--- src/rtl/dbg_slave_arb.sv ---
// Arbitrates NrPorts host request ports onto one fixed-latency slave port and routes
// each response back to its originating port; fixed-priority or round-robin selection.
module dbg_slave_arb #(
  parameter int unsigned NrPorts     = 2,
  parameter int unsigned DataWidth   = 32,
  parameter int unsigned AddrWidth   = 32,
  parameter int unsigned ArbMode     = 0,
  parameter int unsigned ReadLatency = 1
) (
  input  logic                           IO_CLK,
  input  logic                           IO_RST_N,
  input  logic [NrPorts-1:0]             req_i,
  input  logic [NrPorts-1:0]             we_i,
  input  logic [NrPorts*4-1:0]           be_i,
  input  logic [NrPorts*AddrWidth-1:0]   addr_i,
  input  logic [NrPorts*DataWidth-1:0]   wdata_i,
  output logic [NrPorts-1:0]             gnt_o,
  output logic [NrPorts-1:0]             rvalid_o,
  output logic [DataWidth-1:0]           rdata_o,
  output logic                           slv_req_o,
  output logic                           slv_we_o,
  output logic [3:0]                     slv_be_o,
  output logic [AddrWidth-1:0]           slv_addr_o,
  output logic [DataWidth-1:0]           slv_wdata_o,
  input  logic [DataWidth-1:0]           slv_rdata_i,
  output logic [15:0]                    conflict_cnt_o
);

  localparam int unsigned IdxW = (NrPorts > 1) ? $clog2(NrPorts) : 1;
  localparam int unsigned SumW = IdxW + 1;

  function automatic logic [IdxW-1:0] rr_next(input logic [IdxW-1:0] idx);
    if (32'(idx) == NrPorts - 1) return '0;
    return idx + IdxW'(1);
  endfunction

  function automatic logic [15:0] sat_inc(input logic [15:0] v);
    return (v == 16'hFFFF) ? v : v + 16'd1;
  endfunction

  function automatic logic multi_req(input logic [NrPorts-1:0] r);
    int unsigned n;
    n = 0;
    for (int unsigned i = 0; i < NrPorts; i++) n += 32'(r[i]);
    return n >= 2;
  endfunction

  logic [IdxW-1:0] rr_ptr;
  logic [IdxW-1:0] rr_base;
  logic [SumW-1:0] rr_sum;
  logic [IdxW-1:0] gnt_idx;
  logic            gnt_any;

  // Stage p0..p(ReadLatency-1): response tracking, valid and originating port
  logic            vld_p [ReadLatency];
  logic [IdxW-1:0] idx_p [ReadLatency];

  // Search starts at rr_base and wraps; fixed priority is the same search from port 0.
  always_comb begin
    gnt_idx = '0;
    gnt_any = 1'b0;
    rr_sum  = '0;
    rr_base = (ArbMode == 1) ? rr_ptr : '0;
    for (int unsigned k = 0; k < NrPorts; k++) begin
      rr_sum = SumW'(rr_base) + SumW'(k);
      if (rr_sum >= SumW'(NrPorts)) rr_sum = rr_sum - SumW'(NrPorts);
      if (!gnt_any && req_i[rr_sum[IdxW-1:0]]) begin
        gnt_any = 1'b1;
        gnt_idx = rr_sum[IdxW-1:0];
      end
    end
  end

  assign gnt_o     = gnt_any ? (NrPorts'(1) << gnt_idx) : '0;
  assign slv_req_o = |req_i;
  assign rdata_o   = slv_rdata_i;

  // AND-OR mux of the granted port's fields; all zero when nothing is granted.
  always_comb begin
    slv_we_o    = 1'b0;
    slv_be_o    = '0;
    slv_addr_o  = '0;
    slv_wdata_o = '0;
    for (int unsigned p = 0; p < NrPorts; p++) begin
      if (gnt_any && gnt_idx == IdxW'(p)) begin
        slv_we_o    = we_i[p];
        slv_be_o    = be_i[p*4 +: 4];
        slv_addr_o  = addr_i[p*AddrWidth +: AddrWidth];
        slv_wdata_o = wdata_i[p*DataWidth +: DataWidth];
      end
    end
  end

  always_ff @(posedge IO_CLK or negedge IO_RST_N) begin
    if (!IO_RST_N) begin
      for (int unsigned s = 0; s < ReadLatency; s++) vld_p[s] <= 1'b0;
      rr_ptr         <= '0;
      conflict_cnt_o <= '0;
    end else begin
      vld_p[0] <= gnt_any;
      for (int unsigned s = 1; s < ReadLatency; s++) vld_p[s] <= vld_p[s-1];
      if (ArbMode == 1 && gnt_any) rr_ptr <= rr_next(gnt_idx);
      if (multi_req(req_i)) conflict_cnt_o <= sat_inc(conflict_cnt_o);
    end
  end

  // Port index is qualified by vld_p, so it needs no reset.
  always_ff @(posedge IO_CLK) begin
    idx_p[0] <= gnt_idx;
    for (int unsigned s = 1; s < ReadLatency; s++) idx_p[s] <= idx_p[s-1];
  end

  // Last stage: response handed back to the originating port
  assign rvalid_o = vld_p[ReadLatency-1] ? (NrPorts'(1) << idx_p[ReadLatency-1]) : '0;

endmodule

--- config.mk ---
export PLATFORM = sky130hd
export DESIGN_NAME = dbg_slave_arb
export DESIGN_NICKNAME = d
export VERILOG_FILES = /design/src/rtl/dbg_slave_arb.sv
export SDC_FILE = /design/constraint.sdc
export NUM_CORES = 1
export LEC_CHECK = 0
export BUFFER_PORTS_ARGS = -buffer_cell sky130_fd_sc_hd__clkbuf_2
export CAP_MARGIN = 10
export CORE_AREA = 10 10 108 110
export CTS_BUF_LIST = sky130_fd_sc_hd__clkbuf_4 sky130_fd_sc_hd__clkbuf_8 sky130_fd_sc_hd__clkbuf_16
export CTS_CLUSTER_DIAMETER = 100
export DETAILED_ROUTE_END_ITERATION = 8
export DIE_AREA = 0 0 118 120
export GPL_ROUTABILITY_DRIVEN = 0
export GPL_TIMING_DRIVEN = 0
export PLACE_DENSITY_LB_ADDON = 0.3
export SKIP_CTS_REPAIR_TIMING = 1
export SLEW_MARGIN = 20
export SYNTH_ARGS = -nofsm -noshare
export SYNTH_HDL_FRONTEND = slang
export SYNTH_SLANG_ARGS = --single-unit
--- constraint.sdc ---
create_clock -name IO_CLK -period 4.6 [get_ports IO_CLK]
set_input_delay 0.69 -clock IO_CLK [delete_from_list [all_inputs] [get_ports IO_CLK]]
set_output_delay 0.69 -clock IO_CLK [all_outputs]
set_load 0.01 [all_outputs]
==> run metrics <==
status=finished, final reports clean; clk sinks=18; top layer in use=met4; nets=638; met2 routed WL=6190 um; CP endpoint kind=primary output; Worst Hold Class=input pin to async pin; worst rel slew slack=61.6%; antenna violations before repair=0; vias=2603; GRT overflow=0; FP Rows=36; maxcap violations=0; Antenna Nets Post-Route=0; WP data required=3.91 ns; clock skew=0.00260 ns; fin cells=595; met1 WL=3970 um; top-level I/O count=296; root buffer selected by CTS=clkbuf_8; Skew-Pair Late Insertion Delay=0.25 ns; Leak Pwr=0.00195 uW; CTS Buf Count=3; Mean Syn Cell Area=9.10 um^2; Seq cells post-synth=18; Cells after Synth=196; Die ar.=14200 um^2; drt via density=4.37; largest net degree at the start of global routing=18; ant diodes=0; drt drc=0; yosys warns=0; WP data arrival=2.18 ns; worst-margin pin slew=0.576 ns; most frequent cells in the layout=clkbuf_2 (262), a22o_1 (69), buf_4 (34), dfrtp_1 (17), clkbuf_1 (16); router iterations before antenna repair=4; vias in the first global route=2967; Placed Cells=591; first-pass GRT wire length=16900 um; Area Growth Syn to Fin=85.6%; wire length on met3=1110 um; Post-Place Setup Slack=1.62 ns; DP HPWL=10300 um; Worst setup SP type=input pin; die width=118 um; initial core utilization=18.7%; layout cells sized above 1=66.5%; Total GRT Usage=14.6%; wire per inst=19.2 um; CP max FO=10; Final WS setup=1.73 ns; commonest non-fill, non-tap cell in the layout=clkbuf_2; Mapped Area=1780 um^2; # setup viols final=0; FMAX=0.348 GHz; DR iter-0 viols=127; Clock Tree Buf Depth=2; I/O Buffers=262; final hold vios=0; Slew Viols, Final=0; Seq/Total Area, Yosys=25.0%; H-tree Lvls=1; peak supply drop=0.000106 V; CP Class=input pin to primary output; Post-Route WL=11400 um; Min Clock Period, post-route=2.87 ns; CTS tree=built; Fin Setup TNS=0 ns; pwr dens=215 nW/um^2; Synth Net Count=371; RSZ-0062 raised after global routing=no; post-synth cell types=25; Final Cycle Share=62.4%; clk slew on worst S/H paths=0.07 ns; die height=120 um; CORE AREA=9550 um^2
## layer usage
metal / vias up / global-route usage (%)
li1: 1248 / -
met1: 1208 / 15.0
met2: 134 / 27.5
met3: 13 / 6.00
met4: 0 / 2.70
met5: - / 0
## path summary, 6_finish.rpt
check                      cells past startpoint               start  slack [ns]                 end
max                                            6            req_i[0]        1.73      slv_wdata_o[1]
min                                            1            IO_RST_N        0.36   conflict_cnt_o[4]
max reg2reg                                    4   conflict_cnt_o[5]        2.81   conflict_cnt_o[1]
min reg2reg                                    1  conflict_cnt_o[15]        0.52  conflict_cnt_o[15]
max in group asynchronous                      1            IO_RST_N        3.94               vld_p
min in group IO_CLK                            1  conflict_cnt_o[15]        0.52  conflict_cnt_o[15]
## state kept, by name, indices dropped and copies added (netlist names)
name / cells
conflict_cnt_o: 16
idx_p: 1
vld_p: 1
## metrics by stage
stage | power (uW) | cell area (um^2) | utilization, % | hold WS, ns
6_report | 712 | 3310 | 34.7 | 0.360
5_1_grt | 767 | 3310 | 34.7 | 0.399
4_1_cts | 724 | 3310 | 34.7 | 0.383
3_5_place_dp | 604 | 3260 | 34.1 | 0.505
3_3_place_gp | 601 | 3260 | 34.1 | 0.493
2_1_floorplan | 406 | 1780 | - | 0.394
## area by class of cell
type | instances | area, um^2
multi-input combinational | 127 | 1020
clock buffer | 4 | 48.8
sequential | 18 | 445
tap | 133 | 166
timing repair buffer | 262 | 1310
buffer | 51 | 320
fill | 1044 | 6240
## power by group
| part | switching [uW] | internal, uW | leakage, uW |
|---|---|---|---|
| clock network | 50.7 | 67.4 | 0.0000262 |
| logic | 174 | 182 | 0.00171 |
| registers | 47.8 | 190 | 0.000222 |
| total | 272 | 440 | 0.00195 |
## critical path, cell delays in order
cell	delay, ns
buf_4	0.17
nor2b_1	0.11
clkbuf_1	0.31
clkbuf_1	0.50
a22o_1	0.24
clkbuf_2	0.15
## cell usage after synthesis
library cell / n / area [um^2]
nor4_1: 4 / 25.0
and3_1: 1 / 6.26
dfxtp_1: 1 / 20.0
xor2_1: 12 / 105
nand2_1: 5 / 18.8
mux2_2: 1 / 11.3
xnor2_1: 3 / 26.3
nor4_4: 1 / 21.3
nand4_4: 1 / 21.3
clkbuf_1: 16 / 60.1
buf_2: 1 / 5.00
or2_2: 2 / 12.5
nand4_1: 7 / 43.8
nor2_1: 5 / 18.8
nor2b_1: 2 / 12.5
dfrtp_1: 17 / 425
nor3_1: 5 / 25.0
ha_1: 1 / 12.5
buf_4: 34 / 255
nand3_1: 3 / 15.0
nor3b_1: 1 / 7.51
a22o_1: 69 / 604
or3_1: 2 / 12.5
and2_1: 1 / 6.26
nand2_4: 1 / 11.3
## kinds of logic after synthesis
kind of cell	synth area share, %
mux	0.632
compound gates	33.9
buf+inv	18.0
simple gates	14.5
flops	25.0
fa+ha+maj	0.702
xor+xnor	7.37
Note: power is estimated with default switching activity, not from simulation.
